### src/rtl/clic_nest_ctrl.sv
// ============================================================================
// Module   : clic_nest_ctrl
// Purpose  : Interrupt entry / exit / tail-chain sequencer with a nesting
//            return stack of {return PC, previous threshold}.
// Revision : 1.0  initial release
// ============================================================================
`default_nettype none

module clic_nest_ctrl #(
  parameter int PrioWidth  = 3,
  parameter int VecWidth   = 5,
  parameter int StackDepth = 4,
  parameter int LvlWidth   = $clog2(StackDepth + 1)
) (
  input  logic                 clk,
  input  logic                 reset,
  input  logic                 int_req,
  input  logic [PrioWidth-1:0] int_prio,
  input  logic [VecWidth-1:0]  int_vec,
  input  logic [29:0]          int_addr,
  input  logic [31:0]          pc_next,
  input  logic                 boundary,
  input  logic                 ret_req,
  output logic                 redirect,
  output logic [31:0]          redirect_pc,
  output logic                 int_ack,
  output logic [VecWidth-1:0]  ack_vec,
  output logic [LvlWidth-1:0]  level,
  output logic [PrioWidth-1:0] thresh,
  output logic                 ovf_err,
  output logic                 unf_err
);

  localparam int IdxWidth = (StackDepth > 1) ? $clog2(StackDepth) : 1;
  localparam logic [LvlWidth-1:0] LvlMax = LvlWidth'(StackDepth);
  localparam logic [LvlWidth-1:0] LvlOne = LvlWidth'(1);

  typedef enum logic [1:0] {
    ST_IDLE  = 2'd0,
    ST_ENTRY = 2'd1,
    ST_EXIT  = 2'd2
  } state_t;

  state_t state;

  // Frame storage: word-aligned return PC plus the threshold to restore.
  logic [29:0]          stk_pc [StackDepth];
  logic [PrioWidth-1:0] stk_th [StackDepth];

  logic [LvlWidth-1:0]  top_lvl;
  logic [IdxWidth-1:0]  top_idx;
  logic [IdxWidth-1:0]  push_idx;
  logic [PrioWidth-1:0] saved_thresh;
  logic [29:0]          saved_pc;
  logic                 take_ok;
  logic                 chain_ok;
  logic                 unused_pc;

  assign top_lvl      = level - LvlOne;
  assign top_idx      = top_lvl[IdxWidth-1:0];
  assign push_idx     = level[IdxWidth-1:0];
  assign saved_thresh = stk_th[top_idx];
  assign saved_pc     = stk_pc[top_idx];
  assign take_ok      = (state == ST_IDLE) && boundary && int_req && (int_prio > thresh);
  assign chain_ok     = int_req && (int_prio > saved_thresh);
  assign unused_pc    = &{1'b0, pc_next[1:0]};

  always_ff @(posedge clk) begin
    if (!reset) begin
      state       <= ST_IDLE;
      level       <= '0;
      thresh      <= '0;
      redirect    <= 1'b0;
      redirect_pc <= '0;
      int_ack     <= 1'b0;
      ack_vec     <= '0;
      ovf_err     <= 1'b0;
      unf_err     <= 1'b0;
    end else begin
      redirect <= 1'b0;
      int_ack  <= 1'b0;
      state    <= ST_IDLE;
      if (state == ST_IDLE) begin
        if (ret_req) begin
          if (level == '0) begin
            unf_err <= 1'b1;
          end else if (chain_ok) begin
            // Tail-chain: reuse the top frame, only the threshold moves.
            state       <= ST_ENTRY;
            thresh      <= int_prio;
            redirect    <= 1'b1;
            redirect_pc <= {int_addr, 2'b00};
            int_ack     <= 1'b1;
            ack_vec     <= int_vec;
          end else begin
            state       <= ST_EXIT;
            thresh      <= saved_thresh;
            level       <= top_lvl;
            redirect    <= 1'b1;
            redirect_pc <= {saved_pc, 2'b00};
          end
        end else if (take_ok) begin
          if (level == LvlMax) begin
            ovf_err <= 1'b1;
          end else begin
            stk_pc[push_idx] <= pc_next[31:2];
            stk_th[push_idx] <= thresh;
            state            <= ST_ENTRY;
            level            <= level + LvlOne;
            thresh           <= int_prio;
            redirect         <= 1'b1;
            redirect_pc      <= {int_addr, 2'b00};
            int_ack          <= 1'b1;
            ack_vec          <= int_vec;
          end
        end
      end
    end
  end

endmodule

`default_nettype wire

### config.mk
export PLATFORM = sky130hd
export DESIGN_NAME = clic_nest_ctrl
export DESIGN_NICKNAME = d
export VERILOG_FILES = /design/src/rtl/clic_nest_ctrl.sv
export SDC_FILE = /design/constraint.sdc
export NUM_CORES = 1
export LEC_CHECK = 0
export ABC_AREA = 1
export CAP_MARGIN = 0
export CORE_ASPECT_RATIO = 0.8
export CORE_UTILIZATION = 55
export CTS_CLUSTER_DIAMETER = 150
export DETAILED_ROUTE_END_ITERATION = 8
export GPL_TIMING_DRIVEN = 0
export PLACE_DENSITY = 0.82
export SYNTH_ARGS = -nofsm -noshare
export SYNTH_HDL_FRONTEND = slang
export SYNTH_SLANG_ARGS = --single-unit
### constraint.sdc
create_clock -name clk -period 7.1 [get_ports clk]
set_input_delay 0.71 -clock clk [delete_from_list [all_inputs] [get_ports clk]]
set_output_delay 0.71 -clock clk [all_outputs]
set_load 0.01 [all_outputs]
==> results.tsv, run 1 <==
metric	value	unit
status	complete, no violations	
fin_crit_sh	0.538	
routed_wl	19.2	mm
synth_top_family_by_area	simple AND/OR/NAND/NOR gates	
powerDensity	352	nW/um^2
synth_compound_area_frac	0.103	
port_buffers	116	
synth-async-reset-ratio	0	
fin_setup_tns	0	ps
dp_hpwl	12.2	mm
min_period	3820	ps
io_pins	122	
synth_most_common_cell	nor2_1	
synthTopCellsByArea	edfxtp_1, dfxtp_1, nor2_1	
startpoint_type	flop	
dp_cells	998	
final_max_slew_viol_count	0	
synth_top_area_frac	0.540	
overflow	0	
drt-pass1-iter-count	5	
post-route-util	0.730	
wl_per_cell	18.7	um
synth_seq_cells	178	
fp.dieH	105	um
finalHoldViolations	0	
holdBufCountCts	0	
fin_cells	1030	
insertion_delay	430	ps
cp.required	7460	ps
synth_area	7330	sq um
drt-initial-drc-count	660	
final-seq-area	4880	sq um
clockBufferDepth	2	
max_slew_margin	0.565	
grt_max_degree	29	
ys_seq_area_frac	0.666	
worstSetupPathType	flop to flop	
n_fill_cell	837	
vias	5905	
clock-skew-final	8.91	ps
syn_to_final_growth	28.5	%
drc_errors	0	
htreeDepth	4	
synth.avg_cell_area	10.4	sq um
grt_pass1_vias	5943	
cts_sinks	178	
synth_cell_types	32	
ys.flop_type	edfxtp_1	
max_cap_viol_count	0	
dpl_worst_slack	3510	ps
viasPerCell	5.73	
arrival	4180	ps
cts_root_buf	clkbuf_16	
cp_max_fo	12	
hp-class	flop to flop	
cts_tree	yes	
setup_ws	3280	ps
design_area	9430	sq um
synth_adder_area_share	0.0188	
antenna_found_initial	0	
start_util	0.568	
grt_pass1_wl	29.6	mm
endpoint_kind	flop	
coreArea	12900	sq um
ant_nets	0	
die-area	13800	sq um
post_cts_buffers	0	
numCtsBuffers	17	
placed_area	8840	sq um
synth_edf_count	132	
syn_inst	702	
fin_nets	928	
vdd_drop_max	0.204	mV
gr-usage-all-layers	0.284	
cts_resized	0	
clk_pin_slew	70	ps
setup_violations	0	
num_rows	37	
gp_congestion	0.831	
yosys-top-cells-count	nor2_1, edfxtp_1, nand2_1, o21ai_0, dfxtp_1	
tightest_slew	651	ps
rsz0062_at_grt	no	
power.leakage	3.58	nW
synth_simple_gate_area_frac	0.164	
fmax	262	MHz
multiInputGateArea	2140	sq um
yosys_warnings	0	
synth_mux_area_frac	0	
insertedDiodeCount	0	
die_x	131	um
synth_top_cell_by_area	edfxtp_1	
synth_xor_area_frac	0.00119	
drive_gt1_frac	0.0865	
-- flip-flops by register name, indices dropped and copies added (netlist names) --
signal / cells
stk_pc: 120
redirect_pc: 30
stk_th: 12
ack_vec: 5
level: 3
thresh: 3
int_ack: 1
ovf_err: 1
redirect: 1
state: 1
unf_err: 1
-- layer usage --
layer  wire [um]  GRT usage  vias up
met5           0          0        -
met4         356      0.128        0
met3        2060     0.0702       39
met1        7470      0.359     2787
met2        9330      0.467      371
li1            -          -     2708
-- critical path: stages (launching register included) --
cell	delay [ps]
dfxtp_1	480
buf_2	290
inv_2	100
buf_2	230
ha_1	330
buf_4	180
inv_2	90
o21ai_0	130
o22ai_1	320
ha_1	310
nand3_1	90
nand2_1	60
inv_1	60
nand2_1	210
nand2_2	290
buf_2	270
nand2_1	80
nand2_1	70
nor2_1	40
nor2_1	120
-- cell usage in the layout (no fill, tap or decap), drive strengths merged, types with 5 or more instances in the layout --
master | Yosys | final
edfxtp | 132 | 132
clkdlybuf4s50 | 0 | 116
clkbuf | 15 | 34
ha | 11 | 11
o22ai | 31 | 31
clkinv | 1 | 8
buf | 28 | 32
nand2 | 98 | 98
nand3 | 40 | 40
a21oi | 5 | 5
dfxtp | 46 | 46
o21ai | 101 | 101
inv | 28 | 30
nor2 | 157 | 157
-- power breakdown --
part           switching (mW)  leakage (nW)  internal (mW)
sequential             0.0539          1.57           1.20
combinational           0.699          1.73          0.428
clock                   0.410         0.281          0.526
total                    1.16          3.58           2.16
-- area by class of cell --
type	count	share of cell area
flip-flops and latches	178	0.518
multi-input cells	453	0.227
repair buffers	120	0.132
clock buffers	19	0.0459
plain buffers	43	0.0243
well taps	175	0.0232
clock inverters	13	0.0167
inverters	29	0.0121
-- cells by family after synthesis --
kind of cell / Yosys count
fa+ha+maj: 11
compound gates: 141
buf+inv: 72
other cells: 1
flops: 178
xor+xnor: 1
simple gates: 298
-- worst paths after layout --
| path | from | to | slack, ps | depth (start not counted) |
|---|---|---|---|---|
| worst min register to register | unf_err | unf_err | 460 | 2 |
| worst max register to register | level[0] | redirect_pc[23] | 3280 | 19 |
| worst max-delay path | level[0] | redirect_pc[23] | 3280 | 19 |
| worst min-delay path | unf_err | unf_err | 460 | 2 |
-- stage by stage --
step	hold WS, ps	power (mW)
finish	464	3.32
floorplan	484	1.93
CTS	471	3.30
global route	494	3.47
detailed placement	456	2.36
global placement	449	2.31
Power figures use the tool's default switching activity.
==> run 2: changes to the inputs <==
Settings changed: CORE_UTILIZATION 55 to 48, PLACE_DENSITY 0.82 to 0.76.
Clock period 7.1 ns to 3.28 ns, I/O delays scaled along.
==> results.tsv, run 2 (synthesis gave the netlist of run 1 again) <==
metric	value	unit	change
status	complete, no violations		
min_period	3080	ps	-738 ps
num_rows	40		+8.1%
cpMaxStageDelayCell	dfxtp_2		
die_x	140	um	+6.9%
grt_pass1_vias	5381		-9.5%
crit_buf_inv	5		-2
syn_to_final_growth	28.8	%	
worstSetupPathType	flop to flop		
layout_common_cells	nor2_1, edfxtp_1, clkdlybuf4s50_1, nand2_1, o21ai_0		
insertedDiodeCount	0		unchanged
drt-pass1-iter-count	5		unchanged
regMostFlops	stk_pc		
final_max_slew_viol_count	0		unchanged
finalHoldViolations	0		unchanged
layout_commonest_cell	nor2_1		
fmax	324	MHz	+24%
arrival	3420	ps	-760 ps
gp_congestion	0.833		+0.29%
fp.dieH	113	um	+6.9%
tightest_slew	609	ps	-41.9 ps
worst_hold_slack	346	ps	-118 ps
endpoint_kind	flop		
die-area	15800	sq um	+14%
setup_violations	0		unchanged
vias	5587		-5.4%
rsz0062_at_grt	no		
antenna_found_initial	0		unchanged
startpoint_type	flop		
placed_area	8860	sq um	+0.28%
viasPerCell	5.36		-6.6%
wl_per_cell	17.3	um	-7.3%
grt_max_degree	27		-6.9%
hp-class	input port to flop		
max_cap_viol_count	0		unchanged
gr-usage-all-layers	0.241		-0.0434
clockBufferDepth	2		unchanged
drc_errors	0		unchanged
vdd_drop_max	0.484	mV	+140%
total_power	7.04	mW	+110%
overflow	0		unchanged
fin_nets	927		-0.11%
max_slew_margin	0.593		+0.0280
coreArea	15000	sq um	+16%
post_cts_buffers	0		unchanged
design_area	9450	sq um	+0.23%
reg_top3	stk_pc (120), redirect_pc (30), stk_th (12)		
htreeDepth	4		unchanged
cp.required	3620	ps	-3840 ps
port_buffers	116		unchanged
insertion_delay	450	ps	+20 ps
dp_hpwl	11.7	mm	-4.2%
cts_tree	yes		
routed_wl	18.0	mm	-6.2%
powerDensity	745	nW/um^2	+110%
cp_max_fo	18		+6
critPathMaxStageDelay	420	ps	-60 ps
path_cells	buf_6, inv_4, ha_1, buf_4, nor2_1, o21ai_0, nand2_1, inv_1, ha_1, a21oi_1, o21ai_1, nand2_2, nand2_4, buf_4, nand2_1, nand2_1, nor2_1, nor2_1		
ant_nets	0		unchanged
cp_top_family	simple AND/OR/NAND/NOR gates		
n_fill_cell	1189		+42%
io_pins	122		unchanged
numCtsBuffers	17		unchanged
drt-initial-drc-count	521		-21%
clock-skew-final	15.6	ps	+6.67 ps
start_util	0.490		-0.0777
cts_root_buf	clkbuf_16		
largest_register_ffs	120		unchanged
grt_pass1_wl	28.2	mm	-4.7%
power.leakage	3.58	nW	about the same
cts_sinks	178		unchanged
fin_crit_sh	0.940		+0.402
clk_pin_slew	70	ps	about the same
drive_gt1_frac	0.0925		+0.00596
-- run 2: cell types whose count changed in the layout (fill, tap and decap cells not counted), moves of 2 or more --
cell	delta
clkbuf_1	-3
inv_6	+4
bufinv_16	-2
buf_2	-2
-- run 2: through the flow --
step	setup slack, ps	util	setup TNS, ps	cells
6_report	197	0.631	0	1043
5_1_grt	5.81	0.631	0	1043
4_1_cts	31.2	0.631	0	1043
3_5_place_dp	-256	0.592	-4460	1012
3_3_place_gp	-1630	0.584	-204830	1008
2_1_floorplan	-142	-	-18720	703
-- run 2: final cells by class --
class	count	area (sq um)	area share
timing repair buffer	120	1260	0.133
tap	189	236	0.0250
clock inverter	15	148	0.0156
sequential	178	4890	0.517
multi-input combinational	453	2150	0.227
clock buffer	17	425	0.0450
inverter	29	116	0.0123
buffer	42	231	0.0245
-- run 2: what timing repair did --
item | in CTS | in global routing
cloned | 0 | 0
endpoints found under the setup margin | 38 | 36
hold buffers | 0 | 0
resized for setup | 3 | 5
-- run 2: worst paths after layout --
check | slack [ps] | cells after the start | start | to
max | 200 | 18 | level[0] | redirect_pc[2]
min | 350 | 3 | ret_req | unf_err
max reg2reg | 200 | 18 | level[0] | redirect_pc[2]
min reg2reg | 460 | 2 | unf_err | unf_err
-- run 2: worst register-to-register path: stages, from the launching register on --
cell     delay, ps
dfxtp_2        420
buf_6          180
inv_4          110
ha_1           310
buf_4          180
nor2_1          90
o21ai_0         90
nand2_1         70
inv_1           50
ha_1           310
a21oi_1        180
o21ai_1        110
nand2_2        160
nand2_4        140
buf_4          220
nand2_1         90
nand2_1         50
nor2_1         140
nor2_1          80
-- run 2: power by group --
| part | total (mW) | internal, mW | switching (mW) | leakage, nW |
|---|---|---|---|---|
| Clock | 1.94 | 1.01 | 0.929 | 0.276 |
| Sequential | 2.72 | 2.61 | 0.116 | 1.57 |
| Combinational | 2.38 | 0.933 | 1.45 | 1.74 |
-- run 2: per-layer routing --
layer | GRT usage | up-vias | wire length [um]
li1 | - | 2705 | -
met1 | 0.327 | 2590 | 7920
met2 | 0.367 | 274 | 8140
met3 | 0.0738 | 18 | 1730
met4 | 0.0864 | 0 | 229
met5 | 0 | - | 0
==> run 3: changes to the inputs <==
Settings changed: CORE_UTILIZATION 48 to 35, PLACE_DENSITY 0.76 to default, SLEW_MARGIN from default to 25.
==> results.tsv, run 3 (synthesis gave the netlist of run 1 again) <==
metric	value	unit	change
status	complete, no violations		
drt-initial-drc-count	411		-21%
post_cts_buffers	0		unchanged
final_max_slew_viol_count	0		unchanged
drt-pass1-iter-count	7		+2
antenna_found_initial	0		unchanged
worstSetupPathType	flop to flop		
clockBufferDepth	2		unchanged
rrSetupSlack	180	ps	-20 ps
cts_sinks	178		unchanged
fin_crit_sh	0.945		+0.00471
fin_nets	929		+0.22%
largest_register_ffs	120		unchanged
clock-skew-final	8.61	ps	-6.97 ps
crit_buf_inv	6		+1
max_slew_margin	0.494		-0.0993
clk_pin_slew	70	ps	about the same
cp_max_fo	12		-6
insertion_delay	440	ps	about the same
drive_gt1_frac	0.0935		+0.000952
cp_top_family	buffers and inverters		
fp.dieH	131	um	+17%
ant_nets	0		unchanged
overflow	0		unchanged
vias	5512		-1.3%
setup_ws	181	ps	-15.5 ps
gr-usage-all-layers	0.187		-0.0543
endpoint_kind	flop		
grt_pass1_wl	29.9	mm	+5.9%
insertedDiodeCount	0		unchanged
tightest_slew	759	ps	+150 ps
startpoint_type	flop		
viasPerCell	4.92		-8.1%
start_util	0.363		-0.127
critPathMaxStageDelay	400	ps	-20 ps
rsz0062_at_grt	no		
numCtsBuffers	17		unchanged
fmax	323	MHz	-0.50%
power.leakage	3.63	nW	+1.3%
cpMaxStageDelayCell	dfxtp_4		
io_pins	122		unchanged
powerDensity	752	nW/um^2	+0.91%
layout_common_cells	nor2_1, edfxtp_1, clkdlybuf4s50_1, nand2_1, o21ai_0		
port_buffers	116		unchanged
final-seq-area	4890	sq um	about the same
hp-class	input port to flop		
layout_commonest_cell	nor2_1		
finalHoldViolations	0		unchanged
syn_to_final_growth	31.2	%	
cp.required	3610	ps	about the same
dpl_worst_slack	-337	ps	-81.3 ps
die_x	164	um	+17%
cts_tree	yes		
vdd_drop_max	0.304	mV	-37%
total_power	7.24	mW	+2.8%
num_rows	46		+15%
drc_errors	0		unchanged
min_period	3100	ps	+15.5 ps
cts_root_buf	clkbuf_16		
fin_setup_tns	0	ps	unchanged
coreArea	20200	sq um	+35%
grt_pass1_vias	5338		-0.80%
htreeDepth	4		unchanged
regMostFlops	stk_pc		
die-area	21500	sq um	+36%
wl_per_cell	17.5	um	+1.0%
setup_violations	0		unchanged
arrival	3430	ps	about the same
path_cells	buf_6, inv_2, buf_4, ha_1, buf_4, nor2_1, o21ai_0, nand2_1, inv_1, ha_1, a21oi_1, o21ai_1, nand2_4, nand2_4, buf_4, nand2_1, nand2_1, nor2_1, nor2_1		
routed_wl	19.6	mm	+8.5%
n_fill_cell	1849		+56%
reg_top3	stk_pc (120), redirect_pc (30), stk_th (12)		
max_cap_viol_count	0		unchanged
gp_congestion	0.788		-5.4%
dp_hpwl	13.0	mm	+11%
multiInputGateArea	2150	sq um	+0.23%
grt_max_degree	22		-19%
holdBufCountCts	0		unchanged
[run 3: worst reg2reg max path, stage by stage (launching register included)]
cell     delay [ps]
dfxtp_4         400
buf_6           160
inv_2            80
buf_4           200
ha_1            300
buf_4           180
nor2_1          100
o21ai_0          80
nand2_1          60
inv_1            50
ha_1            310
a21oi_1         160
o21ai_1         120
nand2_4         130
nand2_4         130
buf_4           220
nand2_1          70
nand2_1          50
nor2_1          150
nor2_1           60
[run 3: power by group]
| part | total [mW] | internal, mW | switching (mW) | leakage (nW) |
|---|---|---|---|---|
| sequential | 2.73 | 2.61 | 0.117 | 1.57 |
| combinational | 2.43 | 0.952 | 1.47 | 1.76 |
| clock | 2.08 | 1.15 | 0.936 | 0.293 |
| total | 7.24 | 4.71 | 2.53 | 3.63 |
[run 3: timing repair]
action / in CTS / in global routing
endpoints found under the hold margin: 0 / 0
pin swaps: 0 / 0
resized for setup: 6 / 7
endpoints found under the setup margin: 41 / 36
[run 3: cell type report]
class / instances / share of cell area
buffer: 43 / 0.0259
timing repair buffer: 121 / 0.134
inverter: 29 / 0.0118
multi-input combinational: 453 / 0.224
clock buffer: 17 / 0.0442
tap: 264 / 0.0343
sequential: 178 / 0.508
clock inverter: 15 / 0.0179
[run 3: stage by stage]
stage	utilization	std cells	hold WS [ps]	instance area, sq um
global route	0.476	1120	394	9620
global placement	0.437	1083	455	8830
CTS	0.475	1120	350	9600
detailed placement	0.445	1088	464	8990
finish	0.476	1120	360	9620
floorplan	-	703	427	7340
[run 3: path summary, 6_finish.rpt]
check	cells past startpoint	startpoint	endpoint
hold / removal	3	ret_req	unf_err
setup / recovery	19	level[0]	redirect_pc[27]
hold reg to reg	1	ovf_err	ovf_err
setup reg to reg	19	level[0]	redirect_pc[27]
[run 3: per-layer routing]
| layer | track usage | part of all wire |
|---|---|---|
| met5 | 0 | 0 |
| met4 | 0.0453 | 0.0086 |
| met3 | 0.0404 | 0.068 |
| met2 | 0.289 | 0.45 |
| met1 | 0.264 | 0.48 |
